<file path="src/rtl/fetch_queue.sv">
// Instruction fetch queue: issues sequential fetches on memory port 1 and
// buffers up to two returned {pc, ir} pairs for the decode stage. A redirect
// flushes everything and restarts fetch at the new target.
module fetch_queue #(
    parameter logic [31:0] RESET_PC = 32'h0000_0000,
    parameter int          DEPTH    = 2
) (
    input  logic        CLK,
    input  logic        RST,
    input  logic        REDIRECT,
    input  logic [31:0] REDIRECT_PC,
    input  logic        DEC_READY,
    output logic [31:0] MEM_ADDR1,
    output logic        MEM_READ1,
    input  logic [31:0] MEM_DOUT1,
    output logic        IF_VALID,
    output logic [31:0] IF_IR,
    output logic [31:0] IF_PC
);

    localparam logic [31:0] NOP      = 32'h0000_0013;
    localparam logic [31:0] START_PC = {RESET_PC[31:2], 2'b00};
    localparam logic [2:0]  FULL     = 3'(DEPTH);

    logic [31:0] fpc;
    logic        inflight;
    logic [31:0] inflight_pc;
    logic [1:0]  count;
    logic [31:0] head_pc;
    logic [31:0] head_ir;
    logic [31:0] tail_pc;
    logic [31:0] tail_ir;
    logic        pop;
    logic        push;
    logic        issue;
    logic [1:0]  unused_redirect_lsbs;

    // Targets are word aligned; the low bits of the redirect address are dropped.
    assign unused_redirect_lsbs = REDIRECT_PC[1:0];

    // A redirect hides the queue in the same cycle so no stale PC reaches decode.
    assign IF_VALID = (count != 2'd0) && !REDIRECT;
    assign pop      = IF_VALID && DEC_READY;
    // Inflight data is only captured when no redirect is discarding it.
    assign push     = inflight && !REDIRECT;
    // Issuing while popping is safe: the slot freed by the pop absorbs the new fetch,
    // so count + inflight never exceeds the queue depth.
    assign issue    = !RST && !REDIRECT &&
                      ((({1'b0, count} + {2'b00, inflight}) < FULL) || pop);

    assign MEM_READ1 = issue;
    assign MEM_ADDR1 = fpc;
    assign IF_IR     = IF_VALID ? head_ir : NOP;
    assign IF_PC     = IF_VALID ? head_pc : 32'h0000_0000;

    // Control state: fetch PC, inflight flag and queue occupancy.
    always_ff @(posedge CLK or posedge RST) begin
        if (RST) begin
            fpc      <= START_PC;
            inflight <= 1'b0;
            count    <= 2'd0;
        end else if (REDIRECT) begin
            fpc      <= {REDIRECT_PC[31:2], 2'b00};
            inflight <= 1'b0;
            count    <= 2'd0;
        end else begin
            inflight <= issue;
            if (issue) begin
                fpc <= fpc + 32'd4;
            end
            unique case ({push, pop})
                2'b10:   count <= count + 2'd1;
                2'b01:   count <= count - 2'd1;
                default: count <= count;
            endcase
        end
    end

    // Queue payload: head is always the oldest entry, tail the second one.
    always_ff @(posedge CLK) begin
        if (issue) begin
            inflight_pc <= fpc;
        end
        unique case ({push, pop})
            2'b10: begin
                if (count == 2'd0) begin
                    head_pc <= inflight_pc;
                    head_ir <= MEM_DOUT1;
                end else begin
                    tail_pc <= inflight_pc;
                    tail_ir <= MEM_DOUT1;
                end
            end
            2'b01: begin
                head_pc <= tail_pc;
                head_ir <= tail_ir;
            end
            2'b11: begin
                if (count == 2'd1) begin
                    head_pc <= inflight_pc;
                    head_ir <= MEM_DOUT1;
                end else begin
                    head_pc <= tail_pc;
                    head_ir <= tail_ir;
                    tail_pc <= inflight_pc;
                    tail_ir <= MEM_DOUT1;
                end
            end
            default: ;
        endcase
    end

`ifndef SYNTHESIS
    // Overflow must be impossible given the issue throttle.
    always_ff @(posedge CLK) begin
        if (!RST) begin
            assert (!(push && !pop && ({1'b0, count} == FULL)))
                else $error("fetch_queue overflow: push into a full queue");
        end
    end
`endif

endmodule

</file>
<file path="config.mk">
export PLATFORM = sky130hd
export DESIGN_NAME = fetch_queue
export DESIGN_NICKNAME = d
export VERILOG_FILES = /design/src/rtl/fetch_queue.sv
export SDC_FILE = /design/constraint.sdc
export NUM_CORES = 1
export LEC_CHECK = 0
export CORE_MARGIN = 2
export CORE_UTILIZATION = 48
export CTS_BUF_LIST = sky130_fd_sc_hd__clkbuf_2 sky130_fd_sc_hd__clkbuf_4 sky130_fd_sc_hd__clkbuf_8
export DETAILED_ROUTE_END_ITERATION = 16
export GPL_ROUTABILITY_DRIVEN = 1
export GPL_TIMING_DRIVEN = 0
export HOLD_SLACK_MARGIN = 0.05
export PLACE_DENSITY = 0.79
export REMOVE_ABC_BUFFERS = 1
export SYNTH_ARGS = -nofsm -noshare
export SYNTH_HDL_FRONTEND = slang
export SYNTH_SLANG_ARGS = --single-unit
</file>
<file path="constraint.sdc">
create_clock -name CLK -period 4.8 [get_ports CLK]
set_input_delay 0.48 -clock CLK [delete_from_list [all_inputs] [get_ports CLK]]
set_output_delay 0.48 -clock CLK [all_outputs]
set_load 0.05 [all_outputs]
</file>
[After elaboration in Yosys (flattened, before gate mapping)]
Index checks and enable logic that the tools add are counted.
Word-level totals
  output and inout port bits: 98
  input bits: 68
  register bits: 195
  word-level logic and storage cells: 55
Operators by class
  order comparisons: 1
  mux-type cells: 19
  reductions and logical operators: 16
  equality and inequality tests: 7
  $add $sub $neg: 4
Operators by type and width (number)
  $mux 32: 12
  $pmux 32 s3: 2
  $pmux 32 s2: 2
  $add 32x3->32 const B: 1
  $ne 2x2->1 const B: 3
  $reduce_bool 2->1: 3
  $reduce_bool 3->1: 2
  $logic_and 1x1->1: 5
  $eq 2x1->1 const B: 2
  $eq 2x2->1 const B: 2
  $pmux 2 s2: 1
  $add 2x1->3: 1
  $lt 3x2->1 const B: 1
  $reduce_and 3->1: 1
  $add 2x1->2 const B: 1
  $logic_not 1->1: 2
  $logic_not 2->1: 1
  $mux 2: 1
  $reduce_and 2->1: 1
  $sub 2x1->2 const B: 1
  $logic_or 1x1->1: 1
  $mux 1: 1

[Depth between registers and ports, before layout]
Gate-level depths: netlist of the first run.
  depth in word-level cells: 7
  depth in mapped cells: 9
  mapped depth without buffers: 7

[Least setup slack after synthesis of the first run]
No wires, ideal clock.
  kind: input to register
  start point: input port REDIRECT
  end point: register head_ir[0] (enable)
  data arrival time: 4.179 ns
  path buffers: 3
  stages: 4
  library setup time: 0.505 ns
  slack: 0.116 ns
  data required time: 4.295 ns
  cell sequence: clkbuf_1 -> buf_1 -> clkbuf_1 -> a21oi_1
On the way
  word-level cells in the longest chain between the ends: 6
  elaborated cells on any way between the ends: 10
  those cells by class: eq/ne: 4; reduce/logical: 6
RTL lines
  start: declaration: RTL line 10  | input logic REDIRECT,
  $logic_not 1->1 *: RTL line 42, 45
  $logic_and 1x1->1: RTL line 42  | assign IF_VALID = (count != 2'd0) && !REDIRECT;
  $logic_and 1x1->1: RTL line 43  | assign pop = IF_VALID && DEC_READY;
  $eq 2x2->1 or $eq 2x1->1 (tied branches): RTL line 84  | unique case ({push, pop})
  $ne 2x2->1 (no source line) or $reduce_bool 3->1 (tied branches)
  $reduce_and 2->1 (no source line) *
  end signal: assignment: RTL line 96  | head_ir <= tail_ir;
  end signal: assignment: RTL line 104  | head_ir <= tail_ir;
  end: declaration: RTL line 30  | logic [31:0] head_ir;
Every way passes the cells marked *; elsewhere a longest branch is shown, timed or not.
A chain may end at the register's enable or synchronous reset.

[Worst setup path in the final report of the first run]
  start point: register count[0]
  end point: output port MEM_READ1
On the way
  word-level cells in the longest chain between the ends: 5
  elaborated cells on any way between the ends: 7
  those cells by class: add/sub: 1; order compare: 1; reduce/logical: 5
RTL lines
  start: declaration: RTL line 28  | logic [1:0] count;
  start signal: assignment: RTL line 72  | 2'b10: count <= count + 2'd1;
  start signal: assignment: RTL line 73  | 2'b01: count <= count - 2'd1;
  start signal: assignment: RTL line 74  | default: count <= count;
  branches (longest 3 deep; another with $add 2x1->3)
  $logic_or 1x1->1 *: RTL line 49  | ((({1'b0, count} + {2'b00, inflight}) < FULL) || pop);
  $logic_and 1x1->1 *: RTL line 48  | assign issue = !RST && !REDIRECT &&
  end: declaration: RTL line 14  | output logic MEM_READ1,
Mark *: on every way between the ends.

==> impl_metrics.ini, run 1 <==
[run_status]
status = completed

[clock_tree]
numCtsBuffers = 17
ctsHoldBuffers = 0
worstSkewPairLatency_ps = 460
root_buffer = clkbuf_8
clockBufferDepth = 2
clock_sinks = 188
cts_resized = 0
ctsHtreeMaxLevel = 4
cts_setup_buffers = 0
path_clk_slew_ps = 100
tritoncts = built

[drt]
viasPerCell = 5.17
drc = 0
drt_first_iter_violations = 301
wl_per_cell_um = 17.4
drt_wl_total_um = 15700
first_pass_iters = 4
ant_nets = 0
routed-via-count = 4685

[global_route]
first_global_vias = 4712
grt_pass1_wl_um = 24700
antenna_found_initial = 0
grt_max_degree = 63
grtUsageTotal = 0.183
overflow = 0

[power_and_ir_drop]
swShare = 0.359
powerDensity_mw_per_mm2 = 472
worst_ir_drop_vdd_mv = 0.204
p_leak_nw = 3.47
pwr-share-clk = 0.212
power.net_switching_w = 0.00172
p_int_w = 0.00307
p_comb_frac = 0.339
power_frac_seq = 0.449

[timing]
timing_hold_violations_final = 0
slew_headroom = 0.364
fin_crit_sh = 0.937
whs_ps = 382
rsz0062_at_grt = no
fin_crit_ps = 4500
finClkSkew_ps = 8.68
final_max_slew_viol_count = 0
timing.fmax_mhz = 222
tightest_slew_ps = 954
setup_slack_ps = 301
finalSetupViolations = 0

[critical_path]
path_max_fanout = 16
start_kind = flip-flop
cp.required_ps = 4320
path_buf_inv = 2
reg2reg_depth = 5
slowest_stage = clkdlybuf4s50_1
endpoint_kind = primary output
cpPeakStageDelay_ps = 910
criticalPathCategory = flip-flop to primary output
worstPathArrival_ps = 4020
r2r-end = inflight_pc[7]
reg2reg_slack_ps = 1610
timing.rr.start = count[0]
cp_cell_sequence = inv_1 > ha_1 > nand2b_1 > a21oi_1 > nor2b_4 > clkdlybuf4s50_1
cpLargestDelayFamily = simple AND/OR/NAND/NOR gates

[logic_synthesis]
ys_warn_count = 0
synth_top_area_share = 0.596
synth-seq-cells = 188
avgSynthCellArea_um2 = 15.1
synth_edf_count = 155
seq_area_frac_synth = 0.701
async_flop_share = 0.176
syn_area_mm2 = 0.00781
synthFlopType = edfxtp_1
syn_inst = 516
synthTopCellsByArea = edfxtp_1 60%, dfrtp_1 11%, mux2_2 9.7%
ys_types = 37
yosysTopAreaCell = edfxtp_1

[cells_and_area]
drive_above_1_share = 0.165
antenna_cells = 0
syn_to_final_growth_pct = 29.9
utilization = 0.639
fillers = 1169
layout.nets = 748
final_cell_mix = 160 x clkdlybuf4s50_1, 155 x edfxtp_1, 67 x mux2_2
layout_commonest_cell = clkdlybuf4s50_1

[job]
maxCapViolations = 0

[place]
portBuffers = 161
routabilityCongestion = 0.797
dp_hpwl_um = 10700
post-place-ws_ps = 480

[floorplan]
initial_core_util = 0.492
dieArea_mm2 = 0.0173
io_pins = 166
core-area_mm2 = 0.0159
die_w_um = 132
die_h_um = 132
row_count = 46

[min_path]
hp-class = input port to flip-flop
min_from = REDIRECT
hold_depth = 3
hold-path-endpoint = MEM_ADDR1[2]
## routing by layer
metal	share of wire	GRT usage	up-vias
met3	0.054	0.0382	36
met4	0.026	0.0809	0
li1	-	-	2211
met1	0.43	0.234	2262
met2	0.49	0.302	176
met5	0	0	-
## power by group through the flow
stage | clock (W) | sequential, W | combinational, W
6_report | 0.00102 | 0.00215 | 0.00162
5_1_grt | 0.00110 | 0.00217 | 0.00171
4_1_cts | 0.00104 | 0.00215 | 0.00164
3_5_place_dp | 0 | 0.00219 | 0.00163
3_3_place_gp | 0 | 0.00221 | 0.00156
2_1_floorplan | 0 | 0.00227 | 0.000965
## worst reg2reg max path: stages (launching register included)
cell      delay [ps]
dfrtp_1          440
inv_1             70
ha_1             290
nand2b_1         380
a21oi_1          840
nor2b_2          810
## sequential cells by signal, summed over array words and instances, names as in the netlist
| name | flops |
|---|---|
| MEM_ADDR1 | 30 |
| count | 2 |
| head_ir | 32 |
| head_pc | 31 |
| inflight | 1 |
| inflight_pc | 30 |
| tail_ir | 32 |
| tail_pc | 30 |
## final cells by class
type | instances | area [µm²] | area share
clock buffer | 17 | 234 | 0.0230
clock inverter | 15 | 158 | 0.0155
inverter | 6 | 22.5 | 0.00222
multi-input combinational | 297 | 2240 | 0.221
sequential | 188 | 5480 | 0.540
tap | 216 | 270 | 0.0266
timing repair buffer | 167 | 1740 | 0.172
## cells in the mapped netlist, drive strengths merged, types with 2 or more instances
master,count
nand3,13
or3,3
inv,6
and4,4
nand2,34
xnor2,12
o21ai,22
nor2b,2
ha,3
nor2,7
nor3,5
clkbuf,20
and3,4
mux2i,3
edfxtp,155
mux2,67
a2111o,2
nor3b,2
nand2b,2
nor4,8
a221o,2
buf,8
nand4,11
o31a,2
dfrtp,33
xor2,16
a21oi,2
and2,63
## metrics by stage
step,cells,area [µm²],TNS (ps),power (W)
detailed placement,872,9720,0,0.00382
global route,906,10200,0,0.00499
finish,906,10200,0,0.00479
floorplan,490,7690,-57090,0.00323
global placement,867,9580,-803390,0.00377
CTS,904,10100,0,0.00483
## logic make-up (layout without fill, tap and decap cells)
family	after synthesis	after routing	synth area share
flip-flops	188	188	0.701
buffers and inverters	34	205	0.0191
other	1	3	0.000480
AO/OA/AOI/OAI	33	33	0.0295
adder cells (fa/ha/maj)	3	3	0.00480
AND/OR/NAND/NOR	159	160	0.113
multiplexers	70	70	0.100
XOR/XNOR	28	28	0.0314
## how the worst max path moves through the flow
| stage | from | to | slack, ps | depth (start not counted) |
|---|---|---|---|---|
| after floorplan | count[0] | head_ir[0] | -920 | 5 |
| after global placement | REDIRECT | head_pc[15] | -4870 | 4 |
| after detailed placement | DEC_READY | MEM_READ1 | 480 | 5 |
| after CTS | count[0] | MEM_READ1 | 100 | 6 |
| after global routing | count[0] | MEM_READ1 | 80 | 6 |
| final | count[0] | MEM_READ1 | 300 | 6 |
Note: power is estimated with default switching activity, not from simulation.
==> run 2, diff against run 1 <==
- CTS_CLUSTER_SIZE: unset -> 14
==> results of run 2 <==
No change in the layout: final DEF, timing and power equal those of run 1.
